==> config.mk <==
export PLATFORM = sky130hd
export DESIGN_NAME = pipe_stage_track
export DESIGN_NICKNAME = d
export VERILOG_FILES = /design/src/rtl/pipe_stage_track_pkg.sv /design/src/rtl/pipe_stage_track_slot.sv /design/src/rtl/pipe_stage_track.sv
export SDC_FILE = /design/constraint.sdc
export NUM_CORES = 1
export LEC_CHECK = 0
export CAP_MARGIN = 20
export CORE_UTILIZATION = 47
export CTS_BUF_LIST = sky130_fd_sc_hd__clkbuf_8
export CTS_CLUSTER_SIZE = 8
export DETAILED_ROUTE_END_ITERATION = 10
export PLACE_DENSITY = 0.8
export SYNTH_ARGS = -nofsm -noshare
export SYNTH_HDL_FRONTEND = slang
export SYNTH_SLANG_ARGS = --single-unit
==> constraint.sdc <==
create_clock -name i_clk -period 3.6 [get_ports i_clk]
set_input_delay 0.54 -clock i_clk [delete_from_list [all_inputs] [get_ports i_clk]]
set_output_delay 0.54 -clock i_clk [all_outputs]
set_load 0.05 [all_outputs]
==> src/rtl/pipe_stage_track_pkg.sv <==
// ---------------------------------------------------------------------------
// pipe_stage_track_pkg
//   Shared types and constants for the pipeline-slot tracker.
//   - NOP_WORD_DEFAULT : instruction word a bubble slot carries.
//   - stage_e          : ID/EX/MEM/WB slot indices. The debug display uses
//                        these to select a stage.
//   - slot_t           : one {inst, bubble} pipeline slot.
//   - slot_ctrl_t      : per-slot load/hold/squash controls.
// ---------------------------------------------------------------------------
package pipe_stage_track_pkg;

  localparam int INST_W     = 32;
  localparam int NUM_STAGES = 4;

  localparam logic [INST_W-1:0] NOP_WORD_DEFAULT = 32'h0000_0000;

  typedef enum logic [1:0] {
    STAGE_ID  = 2'd0,
    STAGE_EX  = 2'd1,
    STAGE_MEM = 2'd2,
    STAGE_WB  = 2'd3
  } stage_e;

  typedef struct packed {
    logic [INST_W-1:0] inst;
    logic              bubble;
  } slot_t;

  typedef struct packed {
    logic ld;
    logic hold;
    logic squash;
  } slot_ctrl_t;

  // Canonical bubble contents for a given NOP encoding.
  function automatic slot_t bubble_slot(input logic [INST_W-1:0] nop);
    slot_t s;
    s.inst   = nop;
    s.bubble = 1'b1;
    return s;
  endfunction

endpackage

==> src/rtl/pipe_stage_track_slot.sv <==
// ---------------------------------------------------------------------------
// pipe_slot
//   One {inst, bubble} pipeline register. Its control priority is
//   rst > squash > hold > ld. When no control is asserted, the register keeps
//   its value.
// Ports
//   i_clk    : clock (rising edge)
//   i_rst    : synchronous active-high reset. Loads a bubble.
//   i_ld     : load i_d
//   i_hold   : keep the current contents
//   i_squash : load a bubble
//   i_d      : incoming slot contents
//   o_q      : registered slot contents
// ---------------------------------------------------------------------------
module pipe_slot
  import pipe_stage_track_pkg::*;
#(
  parameter logic [INST_W-1:0] NOP_WORD = NOP_WORD_DEFAULT
) (
  input  logic  i_clk,
  input  logic  i_rst,
  input  logic  i_ld,
  input  logic  i_hold,
  input  logic  i_squash,
  input  slot_t i_d,
  output slot_t o_q
);

  slot_t r_q;

  // NOTE: sequential state uses non-blocking assignments only. Every flop
  // then samples pre-edge values, whatever order the blocks evaluate in.
  always_ff @(posedge i_clk) begin
    if (i_rst) begin
      r_q <= bubble_slot(NOP_WORD);
    end else if (i_squash) begin
      r_q <= bubble_slot(NOP_WORD);
    end else if (i_hold) begin
      r_q <= r_q;
    end else if (i_ld) begin
      // A bubble never carries a stray word. IF may present garbage when
      // its valid signal is low.
      r_q <= i_d.bubble ? bubble_slot(NOP_WORD) : i_d;
    end
  end

  assign o_q = r_q;

endmodule

==> src/rtl/pipe_stage_track.sv <==
// ---------------------------------------------------------------------------
// pipe_stage_track
//   Shadows the instruction word and bubble flag in the ID/EX/MEM/WB slots of
//   the 5-stage CPU. It applies the same stall/flush/freeze controls as the
//   datapath, and it counts cycles, retired instructions and WB bubbles.
// Ports
//   i_clk, i_rst            : clock, synchronous active-high reset
//   i_if_inst, i_if_valid   : IF-stage word and its valid flag
//   i_stall                 : load-use stall (hold ID, bubble into EX)
//   i_flush                 : taken branch (squash ID and EX)
//   i_freeze                : debug halt (everything holds)
//   o_<stage>_inst/_bubble  : registered slot contents, stage = id/ex/mem/wb
//   o_retire                : combinational, a real instruction leaves WB
//   o_cycle_cnt             : non-frozen cycles since reset
//   o_retire_cnt            : real instructions that left WB
//   o_bubble_cnt            : WB cycles that held a bubble
// ---------------------------------------------------------------------------
module pipe_stage_track
  import pipe_stage_track_pkg::*;
#(
  parameter int                CNT_W    = 32,
  parameter logic [INST_W-1:0] NOP_WORD = NOP_WORD_DEFAULT
) (
  input  logic              i_clk,
  input  logic              i_rst,
  input  logic [INST_W-1:0] i_if_inst,
  input  logic              i_if_valid,
  input  logic              i_stall,
  input  logic              i_flush,
  input  logic              i_freeze,
  output logic [INST_W-1:0] o_id_inst,
  output logic              o_id_bubble,
  output logic [INST_W-1:0] o_ex_inst,
  output logic              o_ex_bubble,
  output logic [INST_W-1:0] o_mem_inst,
  output logic              o_mem_bubble,
  output logic [INST_W-1:0] o_wb_inst,
  output logic              o_wb_bubble,
  output logic              o_retire,
  output logic [CNT_W-1:0]  o_cycle_cnt,
  output logic [CNT_W-1:0]  o_retire_cnt,
  output logic [CNT_W-1:0]  o_bubble_cnt
);

  slot_ctrl_t w_ctrl [NUM_STAGES];
  slot_t      w_d    [NUM_STAGES];
  slot_t      w_q    [NUM_STAGES];

  logic [CNT_W-1:0] r_cycle_cnt;
  logic [CNT_W-1:0] r_retire_cnt;
  logic [CNT_W-1:0] r_bubble_cnt;

  // Each slot's data input is its upstream neighbour. The ID slot takes IF.
  always_comb begin
    w_d[STAGE_ID].inst   = i_if_inst;
    w_d[STAGE_ID].bubble = ~i_if_valid;
    w_d[STAGE_EX]        = w_q[STAGE_ID];
    w_d[STAGE_MEM]       = w_q[STAGE_EX];
    w_d[STAGE_WB]        = w_q[STAGE_MEM];
  end

  // Per-slot controls. Priority is freeze > flush > stall > advance.
  // Reset is applied inside each slot.
  always_comb begin
    // NOTE: every always_comb output gets a default first, so no path
    // through the block can leave a value unassigned and infer a latch.
    for (int s = 0; s < NUM_STAGES; s++) begin
      w_ctrl[s] = '{ld: 1'b1, hold: 1'b0, squash: 1'b0};
    end
    if (i_freeze) begin
      for (int s = 0; s < NUM_STAGES; s++) begin
        w_ctrl[s].hold = 1'b1;
      end
    end else if (i_flush) begin
      // ID holds a wrong-path instruction even under a stall, so squash it.
      w_ctrl[STAGE_ID].squash = 1'b1;
      w_ctrl[STAGE_EX].squash = 1'b1;
    end else if (i_stall) begin
      w_ctrl[STAGE_ID].hold   = 1'b1;
      w_ctrl[STAGE_EX].squash = 1'b1;
    end
  end

  for (genvar g = 0; g < NUM_STAGES; g++) begin : g_slot
    pipe_slot #(.NOP_WORD(NOP_WORD)) u_slot (
      .i_clk    (i_clk),
      .i_rst    (i_rst),
      .i_ld     (w_ctrl[g].ld),
      .i_hold   (w_ctrl[g].hold),
      .i_squash (w_ctrl[g].squash),
      .i_d      (w_d[g]),
      .o_q      (w_q[g])
    );
  end

  // Counters sample the pre-edge WB slot. Retire and bubble counts therefore
  // always sum to the cycle count.
  always_ff @(posedge i_clk) begin
    if (i_rst) begin
      r_cycle_cnt  <= '0;
      r_retire_cnt <= '0;
      r_bubble_cnt <= '0;
    end else if (!i_freeze) begin
      r_cycle_cnt  <= r_cycle_cnt + CNT_W'(1);
      r_retire_cnt <= r_retire_cnt + {{(CNT_W-1){1'b0}}, ~w_q[STAGE_WB].bubble};
      r_bubble_cnt <= r_bubble_cnt + {{(CNT_W-1){1'b0}}, w_q[STAGE_WB].bubble};
    end
  end

  assign o_id_inst    = w_q[STAGE_ID].inst;
  assign o_id_bubble  = w_q[STAGE_ID].bubble;
  assign o_ex_inst    = w_q[STAGE_EX].inst;
  assign o_ex_bubble  = w_q[STAGE_EX].bubble;
  assign o_mem_inst   = w_q[STAGE_MEM].inst;
  assign o_mem_bubble = w_q[STAGE_MEM].bubble;
  assign o_wb_inst    = w_q[STAGE_WB].inst;
  assign o_wb_bubble  = w_q[STAGE_WB].bubble;

  assign o_retire     = ~w_q[STAGE_WB].bubble & ~i_freeze & ~i_rst;

  assign o_cycle_cnt  = r_cycle_cnt;
  assign o_retire_cnt = r_retire_cnt;
  assign o_bubble_cnt = r_bubble_cnt;

endmodule

==> out/qor_table.md <==
| Quantity | Reported | Unit |
| --- | --- | --- |
| Number of nets still failing antenna checks after routing | 0 | - |
| Startpoint Class | flip-flop | - |
| Post-place setup slack | 0.879 | ns |
| P per Cell Area | 406 | mW/mm^2 |
| Kind of critical path | flip-flop to output pin | - |
| Top cell type by total area after synthesis | sky130_fd_sc_hd__dfxtp_1 | - |
| Final worst-path cycle share | 71.4 | % |
| Launch instance of the worst register-to-register path | g_slot[3].u_slot.o_q[0] | - |
| List of cells traversed by the critical path | nor3_1 > clkdlybuf4s50_1 | - |
| Final Slew Violations | 0 | - |
| Synth top area share | 50.5 | % |
| CP Data Arrival Time | 2.03 | ns |
| # resized after CTS | 0 | - |
| Post-detailed-route DRC marker count | 0 | - |
| Placeable core area | 0.0188 | mm^2 |
| Worst min-delay path category | flip-flop to flip-flop | - |
| Total die area | 0.0198 | mm^2 |
| Post-Route Setup TNS | 0 | ns |
| Clock root buffer master | sky130_fd_sc_hd__clkbuf_8 | - |
| Leakage component of the power | 4.26 | nW |
| Final Hold Viols | 0 | - |
| Share of async-settable or async-resettable flops after synthesis | 0 | % |
| Syn Area/Cell | 8.83 | um^2 |
| Leftover overflow at the end of global routing | 0 | - |
| Cell class contributing the biggest share of worst-path delay | buffers and inverters | - |
| Synth warn | 0 | - |
| Actual transition at the worst max-transition pin | 1.09 | ns |
| Peak per-stage delay on the critical path | 0.86 | ns |
| Critical Path Stages | 2 | - |
| Maximum number of pins on one net before global-route repair | 103 | - |
| Unrepaired setup endpoints after global routing | no | - |
| # diodes | 0 | - |
| Number of enable flip-flop cells after synthesis | 0 | - |
| Starting Density | 48.1 | % |
| Outcome | finished clean | - |
| FP Rows | 50 | - |
| Sequential share of the synthesized area | 50.5 | % |
| Number of nets in the final layout | 1314 | - |
| Number of DRC markers in iteration 0 | 505 | - |
| Gate count after technology mapping | 1023 | - |
| Highest ir drop seen on vdd | 0.324 | mV |
| Worst Slack Setup Final | 1.03 | ns |
| Worst reg2reg endpoint | o_retire_cnt[28] | - |
| Clock-pin slew reported for the worst setup and hold paths after clock tree synthesis | 0.07 | ns |
| Number of I/O pins | 267 | - |
| Primary FF master, synth | sky130_fd_sc_hd__dfxtp_1 | - |
| Die boundary height | 141 | um |
| Routability-driven placement congestion ratio | 0.821 | - |
| Top cells by count, synth | sky130_fd_sc_hd__dfxtp_1, sky130_fd_sc_hd__nor2_1, sky130_fd_sc_hd__a21oi_1, sky130_fd_sc_hd__a22oi_1, sky130_fd_sc_hd__nand2_1 | - |
| Net count after synthesis | 1068 | - |
| Total Routing Usage GR | 25.6 | % |
| First-pass GRT wire length | 41300 | um |
| Buffers added on ports | 266 | - |
| Cell with the largest stage delay on the worst path | sky130_fd_sc_hd__clkdlybuf4s50_1 | - |
| Number of flip-flops and latches in the synthesized netlist | 228 | - |
| TritonCTS buffer count | 39 | - |
| Reported max-cap violation count | 0 | - |
| Detailed placer's ending HPWL | 17500 | um |
| Via count of the first global-routing pass | 8143 | - |
| Critical path buffer and inverter count | 1 | - |
| Cell area after technology mapping | 0.00904 | mm^2 |
| Register-to-register setup slack | 1.05 | ns |
| Post-CTS Repair Setup Buffers | 0 | - |
| Launch point of the critical path | g_slot[3].u_slot.o_q[0] | - |
| Via count | 8689 | - |
| Layout area overhead | 39.0 | % |
| Cell count of the worst reg-to-reg path | 7 | - |
| WL/cell | 16.7 | um |
| Number of levels in the clock H-tree | 2 | - |
| Layout cell share with drive strength beyond 1 | 6.32 | % |
| Clock tree from TritonCTS | done | - |
| Routed wire length | 25600 | um |
| Later-pin clock latency in the skew report | 0.54 | ns |
| X dimension of the die | 141 | um |
| Maximum clock frequency | 389 | MHz |
| Setup Viol. Count Final | 0 | - |
| Clk sink count | 228 | - |
| Cell with the most instances after synthesis | sky130_fd_sc_hd__dfxtp_1 | - |
| Initial antenna violation count | 0 | - |
| Required arrival time at the worst endpoint | 3.06 | ns |
| Final critical-path required period | 2.57 | ns |
| Bufs on Longest Clock Path | 3 | - |
| Crit path to | o_retire | - |
| Rel. slew slack | 27.3 | % |
| Drt via density | 5.67 | - |
| CP endpoint kind | output pin | - |
| Area contributors post-synth | sky130_fd_sc_hd__dfxtp_1, sky130_fd_sc_hd__a22oi_1, sky130_fd_sc_hd__nor2_1 | - |
| Number of detailed-routing iterations run before antenna repair | 5 | - |
| Fillers | 1576 | - |
| Number of distinct library cells after synthesis | 42 | - |
| Max FO, Critical Path | 5 | - |
| CTS hold repair buffers | 0 | - |
| Clock Skew | 0.0194 | ns |
## final cells by class
type	count	area [um^2]	share of cell area, %
clock inverters	23	103	0.817
clock buffers	47	647	5.15
repair buffers	278	2750	21.9
multi-input cells	708	4150	33.1
flip-flops and latches	228	4560	36.3
well taps	234	293	2.33
inverters	14	52.6	0.418
## worst min-delay path, stage by stage, from the launching register on
cell	delay, ns
sky130_fd_sc_hd__dfxtp_1	0.33
sky130_fd_sc_hd__o31ai_1	0.07
sky130_fd_sc_hd__a21oi_1	0.05
## metal layers
layer | global-route usage, % | share of wire (%) | up-vias
li1 | - | - | 4234
met1 | 30.6 | 41 | 4129
met2 | 42.8 | 48 | 279
met3 | 8.29 | 8.0 | 47
met4 | 9.73 | 2.6 | 0
met5 | 0 | 0 | -
## cells by family (layout without fill, tap and decap cells)
kind of cell	count (synthesis)	in the layout	share of synthesized area, %
AOI/OAI and AO/OA	279	279	18.9
xor gates and xnor gates	31	31	3.00
adders and majority gates	7	7	0.969
buffers and inverters	87	362	3.68
DFF	228	228	50.5
muxes	9	9	1.05
and+or+nand+nor	382	382	21.9
## sequential cells by signal, indices dropped and copies added, names as in the netlist
signal and flops:
o_retire_cnt 32, o_cycle_cnt 32, o_bubble_cnt 32, g_slot.u_slot.o_q 132
## power breakdown
| part | internal (mW) | switching (mW) |
|---|---|---|
| clock network | 1.18 | 1.02 |
| logic | 0.107 | 0.216 |
| registers | 2.55 | 0.0228 |
| total | 3.84 | 1.26 |
## layout by cell type, fill, tap and decap left out, drive strengths merged, types with 26 or more instances in the layout
cell type	n
o21ai	56
a21oi	99
clkdlybuf4s50	264
dfxtp	228
o31ai	33
nor2	142
or4	38
nand4	26
a22oi	87
inv	30
clkbuf	47
nand2	65
## stage by stage
stage	cell area, um^2	utilization (%)	hold WS (ns)	power [mW]	cells
2_1_floorplan	9040	-	0.683	2.81	1023
3_3_place_gp	11800	62.9	0.474	2.94	1462
3_5_place_dp	11800	62.9	0.488	2.95	1462
4_1_cts	12600	66.9	0.492	5.15	1532
5_1_grt	12600	66.9	0.516	5.30	1532
6_report	12600	66.9	0.497	5.10	1532
## worst min path at each step
stage | slack [ns] | cells past startpoint | endpoint | startpoint
floorplan | 0.68 | 1 | g_slot[0].u_slot.o_q[0] | i_stall
global placement | 0.47 | 2 | o_retire_cnt[28] | o_retire_cnt[28]
detailed placement | 0.49 | 2 | o_bubble_cnt[24] | o_bubble_cnt[24]
CTS | 0.49 | 3 | o_bubble_cnt[1] | i_freeze
global route | 0.52 | 2 | o_bubble_cnt[24] | o_bubble_cnt[24]
finish | 0.50 | 2 | o_bubble_cnt[24] | o_bubble_cnt[24]
(Power assumes the default switching activity.)
